--- src/rtl/irda_pkg.sv ---
// Shared types and helpers for the IrDA SIR receive demodulator.
// Holds the FSM state encoding plus pin-polarity and counter-width helpers.
package irda_pkg;

  typedef enum logic [1:0] {
    IDLE = 2'd0,
    ZERO = 2'd1,
    ONE  = 2'd2
  } irda_state_t;

  // Raw pin level that means "no pulse present".
  function automatic logic ir_idle_level(input bit active_low);
    return active_low;
  endfunction

  function automatic logic ir_act(input logic raw, input bit active_low);
    return active_low ? ~raw : raw;
  endfunction

  // Counter width able to hold 0..n-1, never narrower than one bit.
  function automatic int ctr_width(input int n);
    return (n <= 2) ? 1 : $clog2(n);
  endfunction

endpackage

--- src/rtl/irda_pulse_filter.sv ---
// Synchronises the raw IR pin, applies polarity and measures pulse length.
// Emits one accept event per pulse and one long-pulse error per pulse.
module irda_pulse_filter
  import irda_pkg::*;
#(
  parameter int MIN_PULSE     = 32,
  parameter int MAX_PULSE     = 1200,
  parameter int SYNC_STAGES   = 2,
  parameter bit IR_ACTIVE_LOW = 1'b1
) (
  input  logic clock,
  input  logic reset_n,
  input  logic enable,
  input  logic rx_ir_data,
  output logic pulse_ev,
  output logic err_long
);

  localparam int            RW         = ctr_width(MAX_PULSE + 2);
  localparam logic [RW-1:0] RUN_ACCEPT = RW'(MIN_PULSE - 1);
  localparam logic [RW-1:0] RUN_LONG   = RW'(MAX_PULSE);
  localparam logic [RW-1:0] RUN_SAT    = RW'(MAX_PULSE + 1);
  localparam logic          IDLE_LVL   = ir_idle_level(IR_ACTIVE_LOW);

  logic [SYNC_STAGES-1:0] sync_q;
  logic [SYNC_STAGES-1:0] settle_q;
  logic [RW-1:0]          run_q;
  logic                   armed_q;
  logic                   act;

  assign act = ir_act(sync_q[SYNC_STAGES-1], IR_ACTIVE_LOW);

  // armed_q stays low after reset until the settled pin has been seen idle,
  // so a pulse already in progress at reset release is never accepted.
  always_ff @(posedge clock or negedge reset_n) begin
    if (!reset_n) begin
      sync_q   <= {SYNC_STAGES{IDLE_LVL}};
      settle_q <= '0;
      run_q    <= '0;
      armed_q  <= 1'b0;
      pulse_ev <= 1'b0;
      err_long <= 1'b0;
    end else begin
      sync_q   <= {sync_q[SYNC_STAGES-2:0], rx_ir_data};
      settle_q <= {settle_q[SYNC_STAGES-2:0], 1'b1};
      if (settle_q[SYNC_STAGES-1] && !act) armed_q <= 1'b1;
      if (!act)                 run_q <= '0;
      else if (run_q != RUN_SAT) run_q <= run_q + 1'b1;
      pulse_ev <= enable && armed_q && act && (run_q == RUN_ACCEPT);
      err_long <= enable && armed_q && act && (run_q == RUN_LONG);
    end
  end

endmodule

--- src/rtl/irda_sir_demod_param.sv ---
// IrDA SIR receive demodulator: RZI pulses in, NRZ UART rx out.
// state | meaning
// IDLE  | no traffic, line high, waiting for a first pulse
// ZERO  | inside a '0' bit window (line low), late pulses realign the window
// ONE   | inside '1' bit windows (line high), counting empty windows to idle
module irda_sir_demod_param
  import irda_pkg::*;
#(
  parameter int BIT_CYCLES    = 5208,
  parameter int TOL           = 260,
  parameter int MIN_PULSE     = 32,
  parameter int MAX_PULSE     = 1200,
  parameter int IDLE_BITS     = 10,
  parameter int SYNC_STAGES   = 2,
  parameter bit IR_ACTIVE_LOW = 1'b1
) (
  input  logic clock,
  input  logic reset_n,
  input  logic rx_enable,
  input  logic rx_ir_data,
  output logic uart_rx_data,
  output logic rx_active,
  output logic pulse_strobe,
  output logic err_early_pulse,
  output logic err_long_pulse
);

  localparam int            CW            = ctr_width(BIT_CYCLES + TOL);
  localparam int            IW            = ctr_width(IDLE_BITS + 1);
  localparam logic [CW-1:0] CNT_REALIGN   = CW'(BIT_CYCLES - TOL);
  localparam logic [CW-1:0] CNT_ZERO_END  = CW'(BIT_CYCLES - 1 + TOL);
  localparam logic [CW-1:0] CNT_ONE_END   = CW'(BIT_CYCLES - 1);
  localparam logic [CW-1:0] CNT_ONE_START = CW'(TOL);
  localparam logic [IW-1:0] IDLE_LAST     = IW'(IDLE_BITS - 1);

  irda_state_t   state_q;
  logic [CW-1:0] cnt_q;
  logic [IW-1:0] idle_cnt_q;
  logic          pulse_ev;

  irda_pulse_filter #(
    .MIN_PULSE    (MIN_PULSE),
    .MAX_PULSE    (MAX_PULSE),
    .SYNC_STAGES  (SYNC_STAGES),
    .IR_ACTIVE_LOW(IR_ACTIVE_LOW)
  ) u_filter (
    .clock     (clock),
    .reset_n   (reset_n),
    .enable    (rx_enable),
    .rx_ir_data(rx_ir_data),
    .pulse_ev  (pulse_ev),
    .err_long  (err_long_pulse)
  );

  assign pulse_strobe = pulse_ev;

  always_ff @(posedge clock or negedge reset_n) begin
    if (!reset_n) begin
      state_q         <= IDLE;
      cnt_q           <= '0;
      idle_cnt_q      <= '0;
      uart_rx_data    <= 1'b1;
      rx_active       <= 1'b0;
      err_early_pulse <= 1'b0;
    end else if (!rx_enable) begin
      state_q         <= IDLE;
      cnt_q           <= '0;
      idle_cnt_q      <= '0;
      uart_rx_data    <= 1'b1;
      rx_active       <= 1'b0;
      err_early_pulse <= 1'b0;
    end else begin
      err_early_pulse <= 1'b0;
      case (state_q)
        IDLE: begin
          if (pulse_ev) begin
            state_q      <= ZERO;
            cnt_q        <= '0;
            idle_cnt_q   <= '0;
            uart_rx_data <= 1'b0;
            rx_active    <= 1'b1;
          end
        end
        ZERO: begin
          // The window runs TOL past the nominal bit so a slow sender can
          // still realign it; the following ONE window starts TOL in to match.
          if (pulse_ev && cnt_q >= CNT_REALIGN) begin
            cnt_q <= '0;
          end else if (pulse_ev) begin
            err_early_pulse <= 1'b1;
            cnt_q           <= cnt_q + 1'b1;
          end else if (cnt_q == CNT_ZERO_END) begin
            state_q      <= ONE;
            cnt_q        <= CNT_ONE_START;
            idle_cnt_q   <= '0;
            uart_rx_data <= 1'b1;
          end else begin
            cnt_q <= cnt_q + 1'b1;
          end
        end
        ONE: begin
          if (pulse_ev) begin
            state_q      <= ZERO;
            cnt_q        <= '0;
            idle_cnt_q   <= '0;
            uart_rx_data <= 1'b0;
          end else if (cnt_q == CNT_ONE_END) begin
            cnt_q <= '0;
            if (idle_cnt_q == IDLE_LAST) begin
              state_q    <= IDLE;
              idle_cnt_q <= '0;
              rx_active  <= 1'b0;
            end else begin
              idle_cnt_q <= idle_cnt_q + 1'b1;
            end
          end else begin
            cnt_q <= cnt_q + 1'b1;
          end
        end
        default: begin
          state_q      <= IDLE;
          cnt_q        <= '0;
          idle_cnt_q   <= '0;
          uart_rx_data <= 1'b1;
          rx_active    <= 1'b0;
        end
      endcase
    end
  end

endmodule

--- config.mk ---
export PLATFORM = sky130hd
export DESIGN_NAME = irda_sir_demod_param
export DESIGN_NICKNAME = d
export VERILOG_FILES = /design/src/rtl/irda_pkg.sv /design/src/rtl/irda_pulse_filter.sv /design/src/rtl/irda_sir_demod_param.sv
export SDC_FILE = /design/constraint.sdc
export NUM_CORES = 1
export LEC_CHECK = 0
export ABC_AREA = 1
export ABC_CLOCK_PERIOD_IN_PS = 1450
export CAP_MARGIN = 40
export CORE_MARGIN = 3
export CORE_UTILIZATION = 47
export DETAILED_ROUTE_END_ITERATION = 10
export PLACE_DENSITY_LB_ADDON = 0.2
export SLEW_MARGIN = 20
export SYNTH_ARGS = -nofsm -noshare
export SYNTH_HDL_FRONTEND = slang
export SYNTH_SLANG_ARGS = --single-unit
--- constraint.sdc ---
create_clock -name clock -period 1.45 [get_ports clock]
set_input_delay 0.2175 -clock clock [delete_from_list [all_inputs] [get_ports clock]]
set_output_delay 0.2175 -clock clock [all_outputs]
set_load 0.01 [all_outputs]
==> run metrics <==
Final #Nets=419; DRT iter0 DRCs=128; Hold Path Origin=rx_ir_data; max-slew violations=0; Max Root-Sink Buffers=2; Final Critical Period=1.559 ns; P&R area growth vs syn=39.95%; vias after detailed routing=2435; status=complete, but fails checks; final worst path period share=107.5%; Cells after Synth=330; Setup TNS Final=-1.328 ns; RSZ-0062 raised after global routing=yes; post-route cell area=3423 µm²; worst hold stages=1; vias in the first global route=2306; most frequent cells in the layout=75 x nand2_1, 56 x buf_4, 31 x inv_1, 31 x dfrtp_1, 25 x nor2_1; clk_lat worst skew=0.30 ns; number of synthesis warnings=0; CP Capture Type=register; DR vias/cell=5.170; die height=78.14 µm; number of detailed-route iterations in the first pass=4; leading area contributor after synthesis=dfrtp_1; # H-tree levels=2; dpl hpwl=4295 µm; # setup viols final=20; slowest CP cell=dfrtp_1; Die ar.=6106 µm²; WHS Endpoint=u_filter.sync_q[0]; Area contributors post-synth=dfrtp_1 38%, nand2_1 13%, ha_1 6.1%, inv_1 5.8%, nand3_1 5.7%; Post-Route WL=6309 µm; R2R Path Start=cnt_q[7]; standby leakage power=1.617 nW; Fmax=0.6415 GHz; max_cap viols=0; row count=25; Fin Clk Skew=0.01363 ns; largest net degree at the start of global routing=41; Core Box Area=4880 µm²; Post-synth EDFFs=0; diode count=0; initial antenna violation count=0; CTS clk-pin slew, worst paths=0.08 ns; GRT Residual Overflow=0; Max FO, Critical Path=5; post-placement cell area=3017 µm²; Port Buffer Count=8; sequential share of the synthesized area=41.07%; CTS root buf=clkbuf_8; Hold WC Path Type=in2reg; Post-synth ARST share=100.0%; R2R Setup Slk=-0.11 ns; #FFs+latches synth=40; Register-to-Register Path Depth=9; final hold vios=0; TritonCTS clock tree=built; critical path launch point type=register; arrival time at the worst endpoint=1.74 ns; Clock Sinks=40; CP cell instances=inv_2 > nand4_1 > inv_1 > nand3b_1 > nand2_2 > nand2_2 > buf_6 > nand4_1 > nand2_1; Mapped Nets=346; CP Class=reg2reg; DRC viols=0; GPL Wtd Cong=0.8853; remaining antenna violation count=0; post-route insts no fill=471; drt wl/cell=13.39 µm; CP max stage delay=0.40 ns; RR Endpoint=cnt_q[0]; Synth Area per Inst=7.412 µm²; Tot Pwr=3.636 mW; failing checks=setup timing; initial core utilization=50.13%; first-pass GRT wire length=10260 µm; chip width=78.14 µm; Top FF cell, synth=dfrtp_1; maximum VDD drop=0.0004900 V; PwrDens=1062 nW/µm²; share of cells above drive strength 1=33.17%; CTS Buf Count=5; fin worst setup slack=-0.1089 ns; most common cell after layout, fill and taps aside=nand2_1; share of the synthesized area in the top cell type=37.85%; dpl cells=454; library cells used by synthesis=30; critical path required time=1.63 ns; Post-Syn Area=2446 µm²; Total GRT Usage=21.16%; # IOs=9
==> report_power, final <==
part / switching [mW] / internal [mW] / leakage (nW)
Clock: 0.413 / 0.688 / 0.0654
Combinational: 0.780 / 0.519 / 1.03
Sequential: 0.0622 / 1.17 / 0.524
==> critical path: cells and delay by family (launching register included) <==
kind                   cells  cell delay (ns)
and+or+nand+nor            6             0.67
buffers and inverters      3             0.37
DFF                        1             0.40
==> registers in the layout, indices dropped and copies added (netlist names) <==
register	cells
uart_rx_data	1
state_q	2
u_filter.armed_q	1
u_filter.settle_q	2
cnt_q	13
u_filter.err_long	1
rx_active	1
err_early_pulse	1
u_filter.pulse_ev	1
idle_cnt_q	4
u_filter.sync_q	2
u_filter.run_q	11
==> cell type report <==
cell class / instances / area [µm²]
clock buffer: 6 / 72.57
timing repair buffer: 70 / 574.3
inverter: 42 / 157.7
sequential: 40 / 1012
fill: 393 / 1456
tap: 67 / 83.83
multi-input combinational: 244 / 1463
clock inverter: 2 / 60.06
==> what timing repair did <==
action,CTS,global route
gates cloned,0,1
hold buffers,1,0
pin swaps,11,25
setup endpoints to repair,23,30
setup buffers,6,1
hold endpoints to repair,37,0
resized for setup,23,46
==> worst max path at each step <==
stage / startpoint / to / slack [ns] / cells after the start
finish: cnt_q[7] / cnt_q[0] / -0.11 / 9
global route: cnt_q[7] / state_q[1] / -0.24 / 10
CTS: cnt_q[1] / cnt_q[10] / -0.04 / 9
detailed placement: rx_enable / state_q[0] / -0.14 / 8
floorplan: cnt_q[0] / cnt_q[1] / -0.001 / 9
global placement: cnt_q[8] / idle_cnt_q[2] / -0.11 / 8
==> stage by stage <==
| stage | hold slack (ns) | utilization, % | worst slack (ns) |
|---|---|---|---|
| finish | 0.3205 | 70.15 | -0.1089 |
| global route | 0.3380 | 70.15 | -0.2381 |
| CTS | 0.3188 | 66.74 | -0.04422 |
| detailed placement | 0.2044 | 61.82 | -0.1443 |
| global placement | 0.1998 | 61.82 | -0.1064 |
| floorplan | -0.07809 | - | -0.001352 |
==> cells in the mapped netlist (5+ instances only) <==
master and count:
a21oi_1 8, o21ai_0 14, nand2_2 5, nand4_1 19, inv_1 38, nand2_1 84, xor2_1 6, dfrtp_1 37
nand3_1 28, ha_1 12, nor2_1 36, nor3_1 13
==> layer usage <==
metal / global-route usage [%] / part of all wire (%) / vias to the layer above
met4: 7.343 / 1.3 / 0
met2: 36.47 / 49 / 49
met3: 4.014 / 5.3 / 9
li1: - / - / 1221
met5: 0 / 0 / -
met1: 26.52 / 44 / 1156
==> kinds of logic after synthesis <==
kind of cell,share of synthesized area [%]
other,0.1533
adder cells (fa/ha/maj),6.138
XOR/XNOR,2.506
AND/OR/NAND/NOR,36.73
flip-flops,41.07
buffers and inverters,7.672
AO/OA/AOI/OAI,5.729
No activity file was read; power rests on OpenSTA's default activity.
